### config.mk
export PLATFORM = sky130hd
export DESIGN_NAME = uart_tx
export DESIGN_NICKNAME = d
export VERILOG_FILES = /design/src/rtl/uart_tx.sv
export SDC_FILE = /design/constraint.sdc
export NUM_CORES = 1
export LEC_CHECK = 0
export ABC_AREA = 1
export BUFFER_PORTS_ARGS = -buffer_cell sky130_fd_sc_hd__buf_2
export CORE_ASPECT_RATIO = 1.25
export CORE_UTILIZATION = 49
export DETAILED_ROUTE_END_ITERATION = 8
export GPL_TIMING_DRIVEN = 0
export HOLD_SLACK_MARGIN = 0.02
export PLACE_DENSITY = 0.73
export SLEW_MARGIN = 15
export SYNTH_ARGS = -nofsm -noshare
export SYNTH_HDL_FRONTEND = slang
export SYNTH_SLANG_ARGS = --single-unit
export TNS_END_PERCENT = 5
### constraint.sdc
create_clock -name clk -period 1.65 [get_ports clk]
set_input_delay 0.33 -clock clk [delete_from_list [all_inputs] [get_ports clk]]
set_output_delay 0.33 -clock clk [all_outputs]
set_load 0.005 [all_outputs]
### src/rtl/uart_tx.sv
// UART transmitter that pops words from a first-word-fall-through FIFO and
// shifts the low DATA_BITS out as start / LSB-first data / stop frames.
module uart_tx #(
    parameter int DATA_BITS  = 8,
    parameter int SB_TICKS   = 16,
    parameter int DVSR       = 326,
    parameter int FIFO_WIDTH = 32
) (
    input  logic                  clk,
    input  logic                  rst,
    input  logic                  tx_en,
    input  logic                  fifo_empty,
    input  logic [FIFO_WIDTH-1:0] fifo_rd_data,
    output logic                  fifo_rd,
    output logic                  tx,
    output logic                  busy,
    output logic                  tx_done
);

    localparam int BAUD_W = (DVSR > 1) ? $clog2(DVSR) : 1;
    localparam int IDX_W  = (DATA_BITS > 1) ? $clog2(DATA_BITS) : 1;

    localparam logic [BAUD_W-1:0] BAUD_LAST      = BAUD_W'(DVSR - 1);
    localparam logic [4:0]        BIT_TICK_LAST  = 5'd15;
    localparam logic [4:0]        STOP_TICK_LAST = 5'(SB_TICKS - 1);
    localparam logic [IDX_W-1:0]  IDX_LAST       = IDX_W'(DATA_BITS - 1);

    typedef enum logic [1:0] {IDLE, START, DATA, STOP} state_t;

    state_t               state, state_next;
    logic [BAUD_W-1:0]    baud_cnt, baud_next;
    logic [4:0]           tick_cnt, tick_next;
    logic [IDX_W-1:0]     bit_idx, bit_next;
    logic [DATA_BITS-1:0] shift_reg, shift_next;
    logic                 tx_reg, tx_next;
    logic                 done_reg, done_next;
    logic                 tick;
    logic                 pop;
    logic                 unused_fifo_bits;

    // Only the low DATA_BITS are transmitted; the rest of the word is dropped.
    assign unused_fifo_bits = ^fifo_rd_data;

    assign tick    = (baud_cnt == BAUD_LAST);
    assign pop     = (state == IDLE) && tx_en && !fifo_empty && !rst;
    assign fifo_rd = pop;
    assign tx      = tx_reg;
    assign busy    = (state != IDLE);
    assign tx_done = done_reg;

    always_comb begin
        state_next = state;
        baud_next  = baud_cnt;
        tick_next  = tick_cnt;
        bit_next   = bit_idx;
        shift_next = shift_reg;
        done_next  = 1'b0;
        tx_next    = 1'b1;

        if (state != IDLE) begin
            baud_next = tick ? '0 : baud_cnt + BAUD_W'(1);
        end

        unique case (state)
            IDLE: begin
                baud_next = '0;
                if (pop) begin
                    shift_next = fifo_rd_data[DATA_BITS-1:0];
                    tick_next  = '0;
                    bit_next   = '0;
                    state_next = START;
                end
            end
            START: begin
                if (tick) begin
                    if (tick_cnt == BIT_TICK_LAST) begin
                        tick_next  = '0;
                        state_next = DATA;
                    end else begin
                        tick_next = tick_cnt + 5'd1;
                    end
                end
            end
            DATA: begin
                if (tick) begin
                    if (tick_cnt == BIT_TICK_LAST) begin
                        tick_next = '0;
                        if (bit_idx == IDX_LAST) begin
                            state_next = STOP;
                        end else begin
                            shift_next = shift_reg >> 1;
                            bit_next   = bit_idx + IDX_W'(1);
                        end
                    end else begin
                        tick_next = tick_cnt + 5'd1;
                    end
                end
            end
            STOP: begin
                if (tick) begin
                    if (tick_cnt == STOP_TICK_LAST) begin
                        tick_next  = '0;
                        done_next  = 1'b1;
                        state_next = IDLE;
                    end else begin
                        tick_next = tick_cnt + 5'd1;
                    end
                end
            end
            default: state_next = IDLE;
        endcase

        // The line level is chosen from the upcoming state so tx leaves a flop.
        case (state_next)
            START:   tx_next = 1'b0;
            DATA:    tx_next = shift_next[0];
            default: tx_next = 1'b1;
        endcase
    end

    always_ff @(posedge clk) begin
        if (rst) begin
            state    <= IDLE;
            baud_cnt <= '0;
            tick_cnt <= '0;
            bit_idx  <= '0;
            tx_reg   <= 1'b1;
            done_reg <= 1'b0;
        end else begin
            state    <= state_next;
            baud_cnt <= baud_next;
            tick_cnt <= tick_next;
            bit_idx  <= bit_next;
            tx_reg   <= tx_next;
            done_reg <= done_next;
        end
    end

    always_ff @(posedge clk) begin
        shift_reg <= shift_next;
    end

endmodule

==> metrics.csv, run 1 <==
metric,value,unit
Startpoint Class,flop,
Detail Placement HPWL,2.08,mm
Avg Inst Size Synth,7.58,sq um
H-Tree Level Count,2,
# fillers,271,
register area,654,sq um
PD cells,759,mW/mm^2
"Hold Vio Cnt, Final",0,
mapped cell area,0.00152,sq mm
Final Slew Violations,0,
worst r2r dst,shift_reg[7]$_DFFE_PP_,
synth warn,0,
largest net degree at the start of global routing,11,
syn nets,241,
area delta synth->final,16.5,%
Avg WL per Cell,11.0,microns
CP endpoint kind,output port,
number of global-route vias before repair,1097,
DIE AREA,0.00332,sq mm
HP Start,fifo_rd_data[5],
remaining antenna violation count,0,
Clock Skew,0.00859,ns
worst-path fanout max,10,
worst path cell trace,nor2_4 > inv_4 > nor2_8 > buf_2,
io pins,40,
port bufs,15,
Worst Hold Depth,3,
status,"finished, final reports clean",
ant diodes,0,
clock latency on the worst-skew pair,0.34,ns
critical path type,flop to output port,
actual slew at the worst max-slew pin,0.296,ns
chip width,51.8,microns
first-pass GRT wire length,4.55,mm
vias per std cell,4.85,
max reg flops,9,
DR vias,1270,
Synth cell types,27,
Lkg Pwr,0.730,nW
GP Congestion,0.838,
row count,22,
Worst Path Required,1.32,ns
Fmax,0.631,GHz
share of layout cells above drive strength 1,24.3,%
initial drt markers,27,
Starting Density,51.5,%
"Arr. time, crit path",1.26,ns
Post-Route WL,2.88,mm
peak supply drop,0.606,mV
max incr delay on CP,0.38,ns
CTS tree,yes,
FF-to-FF Start,baud_cnt[1]$_SDFFE_PP0P_,
Multi-input gate area,783,sq um
Nets,266,
CTS max path bufs,2,
CP max stage cell,dfxtp_1,
reg2reg path depth,8,
Gate Count Post-Synth,200,
Tmin final,1.59,ns
clock-pin transition on the worst setup and hold timing paths,0.09,ns
HP Class,input pin to flop,
Relative slew margins,80.2,%
period utilization,96.1,%
CTS Root Cell,clkbuf_4,
Total GRT Usage,19.4,%
Post-CTS Hold Buffers,0,
initial antenna violation count,0,
clock sink count,29,
synthesized flop and latch total,29,
max cap viols,0,
DRC violations left,0,
Die Y-Extent,64.2,microns
CTS buffer count,5,
Worst Hold End,shift_reg[5]$_DFFE_PP_,
first-pass iteration count of the detailed router,4,
worst hold slack,0.265,ns
R2R setup slack,0.11,ns
area of the core,0.00295,sq mm
total power,1.34,mW
"Seq/Total Area, Yosys",42.9,%
Setup Viol. Count Final,0,
gr ovfl total,0,
[cell families after synthesis]
family	synth area share, %
compound gates	5.94
flops	42.9
simple gates	36.0
fa+ha+maj	4.13
buf+inv	8.17
xor+xnor	2.89
[routing by layer]
layer	global-route usage [%]	part of all wire, %
met5	0	0
met4	14.2	3.2
met3	4.29	2.7
met2	31.7	48
met1	21.3	47
[cell type report]
class	instances	share of cell area, %
timing repair buffer	18	5.52
inverter	29	6.59
clock buffer	8	3.33
tap	36	2.55
sequential	29	37.0
multi-input combinational	141	44.3
buffer	1	0.637
[synth_stat cells]
library cell / number / area [sq um]
nand2_1: 50 / 188
nor3_1: 3 / 15.0
ha_1: 5 / 62.6
nor2_4: 2 / 22.5
nand2_4: 1 / 11.3
a31oi_1: 1 / 6.26
xnor2_1: 1 / 8.76
inv_4: 1 / 6.26
nor2_8: 1 / 20.0
edfxtp_1: 7 / 210
nand4_4: 1 / 21.3
o21ai_1: 1 / 5.00
nor3b_1: 3 / 22.5
nor2_1: 28 / 105
nand2_2: 5 / 31.3
buf_6: 1 / 11.3
inv_1: 23 / 86.3
nand3_2: 1 / 10.0
a21oi_2: 1 / 8.76
nand3_1: 16 / 80.1
xor2_1: 4 / 35.0
clkinv_2: 1 / 5.00
dfxtp_1: 22 / 440
o21ai_0: 7 / 35.0
nand4_1: 3 / 18.8
inv_2: 4 / 15.0
a21oi_1: 7 / 35.0
[critical path, delay by kind of cell, from the launching register on]
family	cells	cell delay (ns)
buf+inv	2	0.22
flops	1	0.38
simple gates	2	0.33
[cell usage in the layout, fill, tap and decap left out, drive strengths merged, types with 5 or more instances in the layout]
cell type / Yosys / layout
dfxtp: 22 / 22
clkbuf: 0 / 8
a21oi: 8 / 8
nor2: 31 / 31
o21ai: 8 / 8
ha: 5 / 5
buf: 1 / 19
nand3: 17 / 17
nand2: 56 / 56
inv: 28 / 28
edfxtp: 7 / 7
[power breakdown]
group          leakage (nW)  switching (mW)  internal (mW)  total (mW)
clock network        0.0326           0.241          0.210       0.451
logic                 0.452          0.0779         0.0472       0.125
registers             0.246          0.0123          0.753       0.765
total                 0.730           0.331           1.01        1.34
[stage by stage]
step	instance area (sq um)	util, %	setup WS (ns)	std cells	setup TNS [ns]
global placement	1640	55.6	-0.0287	251	-0.112
global route	1770	60.0	-0.00207	262	-0.00207
CTS	1710	58.1	-0.0300	260	-0.0300
finish	1770	60.0	0.0642	262	0
floorplan	1520	-	0.149	200	0
detailed placement	1640	55.6	-0.0473	251	-0.326
[repair_timing]
item / 4_1_cts / 5_1_grt
setup endpoints to repair: 10 / 24
pin swaps: 1 / 2
gates resized for setup: 3 / 13
setup buffers: 1 / 2
[worst max-delay path by stage]
stage	depth (start not counted)	start	endpoint
global placement	10	tick_cnt[0]$_SDFFE_PP0P_	tx$_SDFF_PP1_
global route	4	state[1]$_SDFF_PP0_	fifo_rd
detailed placement	7	baud_cnt[0]$_SDFFE_PP0P_	shift_reg[4]$_DFFE_PP_
floorplan	5	bit_idx[0]$_SDFFE_PP0P_	shift_reg[1]$_DFFE_PP_
CTS	10	tick_cnt[0]$_SDFFE_PP0P_	tx$_SDFF_PP1_
finish	4	state[1]$_SDFF_PP0_	fifo_rd
(Power assumes the default switching activity.)
==> run 2: changes to the inputs <==
- CORE_UTILIZATION: 49 -> 52
- PLACE_DENSITY: 0.73 -> 0.77
- TNS_END_PERCENT: 5 -> 10
==> run 2 against run 1 <==
Compared with the run above:
- maximum frequency hardly changed
- routed wire length is 5.3% higher
- via count is 3.0% higher
- worst setup slack better by 0.0012 ns
- register-to-register slack hardly changed
- sequential share of layout area is 0.96 points lower
- hold slack better by 0.00059 ns
- non-clock buffer count is 1 higher
- clock power is 61% higher
==> metrics.csv, run 2 (synthesis gave the netlist of run 1 again) <==
metric,value,unit,change
ant diodes,0,,unchanged
CTS buffer count,5,,unchanged
Clock Skew,0.00506,ns,-0.00353 ns
CP bufs+invs,2,,unchanged
max incr delay on CP,0.38,ns,about the same
first-pass iteration count of the detailed router,4,,unchanged
gr ovfl total,0,,unchanged
chip width,50.3,microns,-2.8%
"most common cell after layout, fill and taps aside",nand2_1,,
clock latency on the worst-skew pair,0.33,ns,about the same
Relative slew margins,80.4,%,+0.13 points
"Arr. time, crit path",1.25,ns,about the same
HP Class,input pin to flop,,
Post-CTS Hold Buffers,0,,unchanged
most frequent cells in the layout,"nand2_1 (48), nor2_1 (26), inv_1 (23), dfxtp_1 (18), buf_2 (15)",,
placed cells,249,,-0.80%
max cap viols,0,,unchanged
CTS Root Cell,clkbuf_4,,
fin util,66.8,%,+6.8 points
DIE AREA,0.00314,sq mm,-5.6%
DRC violations left,0,,unchanged
Total GRT Usage,21.5,%,+2.1 points
Worst Hold Depth,2,,-1
port bufs,15,,unchanged
Lkg Pwr,0.759,nW,+4.0%
Die Y-Extent,62.4,microns,-2.8%
CP endpoint kind,output port,,
PD cells,885,mW/mm^2,+17%
Post-Route WL,3.03,mm,+5.3%
number of global-route vias before repair,1209,,+10%
largest delay contributor family on the critical path,flip-flops,,
H-Tree Level Count,2,,unchanged
Worst Path Required,1.32,ns,about the same
reg2reg path depth,8,,unchanged
area delta synth->final,20.3,%,
Fmax,0.631,GHz,about the same
CP Depth,4,,unchanged
Startpoint Class,flop,,
initial drt markers,38,,+41%
Final Slew Violations,0,,unchanged
worst-path fanout max,10,,unchanged
remaining antenna violation count,0,,unchanged
Avg WL per Cell,11.6,microns,+5.7%
Starting Density,55.5,%,+4.0 points
Detail Placement HPWL,2.11,mm,+1.4%
CTS tree,yes,,
GP Congestion,0.835,,-0.42%
period utilization,96.0,%,about the same
max reg flops,9,,unchanged
worst path cell trace,nor2_4 > inv_4 > nor2_8 > buf_2,,
clock sink count,29,,unchanged
vias per std cell,5.01,,+3.4%
clock-pin transition on the worst setup and hold timing paths,0.09,ns,about the same
Tmin final,1.58,ns,-0.00118 ns
Setup Viol. Count Final,0,,unchanged
CP max stage cell,dfxtp_1,,
io pins,40,,unchanged
initial antenna violation count,0,,unchanged
largest net degree at the start of global routing,11,,unchanged
Nets,267,,+0.38%
status,"finished, final reports clean",,
actual slew at the worst max-slew pin,0.294,ns,-0.00189 ns
peak supply drop,0.846,mV,+40%
row count,21,,-4.5%
share of layout cells above drive strength 1,26.0,%,+1.7 points
critical path type,flop to output port,,
area of the core,0.00273,sq mm,-7.2%
first-pass GRT wire length,5.03,mm,+11%
CTS max path bufs,2,,unchanged
"non-filler cells, final",261,,-0.38%
DR vias,1308,,+3.0%
"Hold Vio Cnt, Final",0,,unchanged
[run 2: cell types whose count changed in the layout (fill, tap and decap cells not counted), sizes merged]
cell,delta
bufinv,+2
clkbuf,-3
clkinv,+1
buf,+1
[run 2: layout make-up]
class	instances	area, sq um
fillers	251	908
clock inverters	3	65.1
multi-input cells	141	788
repair buffers	19	105
flip-flops and latches	29	658
plain buffers	1	11.3
clock buffers	5	37.5
inverters	29	116
well taps	34	42.5
[run 2: path summary, 6_finish.rpt]
| path | to | slack (ns) | from |
|---|---|---|---|
| worst max register to register | shift_reg[6]$_DFFE_PP_ | 0.11 | baud_cnt[1]$_SDFFE_PP0P_ |
| worst min-delay path | bit_idx[0]$_SDFFE_PP0P_ | 0.27 | rst |
| worst min register to register | baud_cnt[0]$_SDFFE_PP0P_ | 0.44 | baud_cnt[0]$_SDFFE_PP0P_ |
| worst max-delay path | fifo_rd | 0.07 | state[1]$_SDFF_PP0_ |
[run 2: worst register-to-register path, stage by stage, from the launching register on]
cell      delay [ns]
dfxtp_1         0.33
inv_1           0.05
ha_1            0.13
nand2_1         0.08
nor2_2          0.17
nand2_2         0.13
nand2_4         0.10
nand4_4         0.15
clkinv_4        0.13
[run 2: repair_timing]
item	CTS	global route
setup endpoints to repair	2	23
buffers inserted	1	3
resized for setup	0	21
pin swaps	1	2
[run 2: layer usage]
layer / GRT usage (%) / part of all wire [%] / vias to the layer above
met5: 0 / 0 / -
met4: 9.72 / 1.9 / 0
met3: 6.57 / 4.3 / 6
met2: 35.5 / 51 / 19
met1: 25.0 / 43 / 592
li1: - / - / 691
[run 2: power by group]
group	internal, mW	leakage [nW]	switching (mW)
Sequential	0.752	0.247	0.0122
Combinational	0.0473	0.457	0.0793
Clock	0.469	0.0552	0.255
Total	1.27	0.759	0.347
[run 2: metrics by stage]
stage / hold slack [ns] / TNS [ns] / worst slack [ns] / total power, mW / area [sq um]
floorplan: 0.392 / 0 / 0.149 / 0.863 / 1520
CTS: 0.252 / -0.0715 / -0.0715 / 1.63 / 1740
global placement: 0.449 / -0.0354 / -0.0354 / 0.901 / 1630
global route: 0.255 / -0.294 / -0.0392 / 1.68 / 1820
detailed placement: 0.459 / -0.0214 / -0.0214 / 0.904 / 1630
finish: 0.265 / 0 / 0.0654 / 1.61 / 1820
==> run 3: changes to the inputs <==
- BUFFER_PORTS_ARGS: -buffer_cell sky130_fd_sc_hd__buf_2 -> -buffer_cell sky130_fd_sc_hd__clkbuf_2
==> run 3 against run 2 <==
Compared with the run above:
- power down 7.2%
- critical path depth did not move
- cell count did not move
- sequential share of layout area grew 0.66 points
- worst setup slack better by 0.0069 ns
- hold slack improved by 0.0041 ns
- sequential power is essentially flat
- via count is 0.76% lower
- critical endpoint unchanged
- routed wire length fell by 4.5%
- highest routed layer unchanged
==> metrics.csv, run 3 (synthesis gave the netlist of run 1 again) <==
metric,value,unit,change
Tmin final,1.58,ns,-0.00686 ns
initial drt markers,22,,-42%
CTS buffer count,5,,unchanged
CTS Root Cell,clkbuf_4,,
CP max stage cell,dfxtp_1,,
"Arr. time, crit path",1.25,ns,about the same
Switching Share,22.5,%,+1.1 points
worst-path fanout max,10,,unchanged
Net Sw Power,0.338,mW,-2.6%
Lkg Pwr,0.751,nW,-1.2%
row count,21,,unchanged
Setup Viol. Count Final,0,,unchanged
max reg flops,9,,unchanged
Die Y-Extent,62.4,microns,unchanged
Clock Skew,0.00886,ns,+0.00380 ns
design area,0.00179,sq mm,-1.8%
cell internal pwr,1.16,mW,-8.5%
io pins,40,,unchanged
status,"finished, final reports clean",,
GP Congestion,0.837,,+0.24%
fin util,65.6,%,-1.2 points
ant diodes,0,,unchanged
chip width,50.3,microns,unchanged
gr ovfl total,0,,unchanged
initial antenna violation count,0,,unchanged
Fmax,0.634,GHz,+0.43%
Post-Route WL,2.89,mm,-4.5%
peak supply drop,0.816,mV,-3.6%
first-pass GRT wire length,4.80,mm,-4.7%
area delta synth->final,18.2,%,
Post-CTS Hold Buffers,0,,unchanged
final setup margin,0.0722,ns,+0.00686 ns
Area after DPL,0.00163,sq mm,unchanged
Relative slew margins,79.9,%,-0.47 points
Final Slew Violations,0,,unchanged
Detail Placement HPWL,2.05,mm,-2.7%
R2R setup slack,0.11,ns,about the same
combinational power share,8.5,%,+0.7 points
Clk pwr share,40.5,%,-4.4 points
"Hold Vio Cnt, Final",0,,unchanged
period utilization,95.6,%,-0.42 points
setup TNS,0,ns,unchanged
share of layout cells above drive strength 1,25.6,%,-0.44 points
worst path cell trace,nor2_4 > inv_4 > nor2_8 > clkbuf_2,,
clock-pin transition on the worst setup and hold timing paths,0.09,ns,about the same
clock sink count,29,,unchanged
Worst Path Required,1.32,ns,about the same
max incr delay on CP,0.37,ns,about the same
placed cells,249,,unchanged
vias per std cell,4.97,,-0.76%
CP endpoint kind,output port,,
PD cells,836,mW/mm^2,-5.5%
Reg power frac,51.0,%,+3.7 points
port bufs,15,,unchanged
# fillers,262,,+4.4%
max cap viols,0,,unchanged
total power,1.50,mW,-7.2%
RSZ-0062 raised after global routing,true,,
number of global-route vias before repair,1134,,-6.2%
largest net degree at the start of global routing,11,,unchanged
Avg WL per Cell,11.1,microns,-4.5%
first-pass iteration count of the detailed router,4,,unchanged
most frequent cells in the layout,"nand2_1 (48), nor2_1 (26), inv_1 (23), dfxtp_1 (18), clkbuf_2 (15)",,
Starting Density,55.5,%,unchanged
remaining antenna violation count,0,,unchanged
Startpoint Class,flop,,
worst hold slack,0.269,ns,+0.00415 ns
actual slew at the worst max-slew pin,0.301,ns,+0.00702 ns
dpl ws,-0.0291,ns,-0.00765 ns
Nets,267,,unchanged
area of the core,0.00273,sq mm,unchanged
Total GRT Usage,20.7,%,-0.77 points
DIE AREA,0.00314,sq mm,unchanged
CTS max path bufs,2,,unchanged
CTS tree,yes,,
DR vias,1298,,-0.76%
H-Tree Level Count,2,,unchanged
HP Class,input pin to flop,,
clock latency on the worst-skew pair,0.33,ns,about the same
"most common cell after layout, fill and taps aside",nand2_1,,
DRC violations left,0,,unchanged
"non-filler cells, final",261,,unchanged
critical path type,flop to output port,,
==> run 3: what timing repair did <==
action / 4_1_cts / 5_1_grt
endpoints found under the setup margin: 2 / 26
resized for setup: 0 / 19
setup buffers: 1 / 3
pin swaps: 1 / 2
==> run 3: path summary, 6_finish.rpt <==
path / depth (start not counted) / from / to
worst max-delay path: 4 / state[1]$_SDFF_PP0_ / fifo_rd
worst min-delay path: 2 / rst / bit_idx[0]$_SDFFE_PP0P_
worst max register to register: 8 / baud_cnt[1]$_SDFFE_PP0P_ / shift_reg[7]$_DFFE_PP_
worst min register to register: 1 / baud_cnt[0]$_SDFFE_PP0P_ / baud_cnt[0]$_SDFFE_PP0P_
==> run 3: power groups by stage <==
stage               Combinational (mW)  Clock, mW  Sequential [mW]
finish                           0.127      0.607            0.764
global placement                 0.120          0            0.781
detailed placement               0.123          0            0.781
global route                     0.146      0.659            0.767
floorplan                       0.0845          0            0.779
CTS                              0.125      0.622            0.765
==> run 3: layout make-up <==
class                           count  area (sq um)  share of cell area [%]
Multi-Input combinational cell    141           773                    43.2
Sequential cell                    29           658                    36.7
Inverter                           29           116                    6.49
Timing Repair Buffer               19           105                    5.87
Clock buffer                        7          55.1                    3.07
Tap cell                           34          42.5                    2.37
Clock inverter                      1          30.0                    1.68
Buffer                              1          11.3                   0.628
==> run 3: metal layers <==
| metal | vias to the layer above | global-route usage [%] | wire (microns) |
|---|---|---|---|
| li1 | 691 | - | - |
| met1 | 581 | 24.6 | 1290 |
| met2 | 19 | 33.5 | 1430 |
| met3 | 7 | 7.30 | 116 |
| met4 | 0 | 8.33 | 56 |
| met5 | - | 0 | 0 |
==> run 3: critical path: cells and delay by family (launching register included) <==
| kind | cells | cell delay, ns |
|---|---|---|
| buffers and inverters | 2 | 0.22 |
| flip-flops | 1 | 0.37 |
| AND/OR/NAND/NOR | 2 | 0.33 |
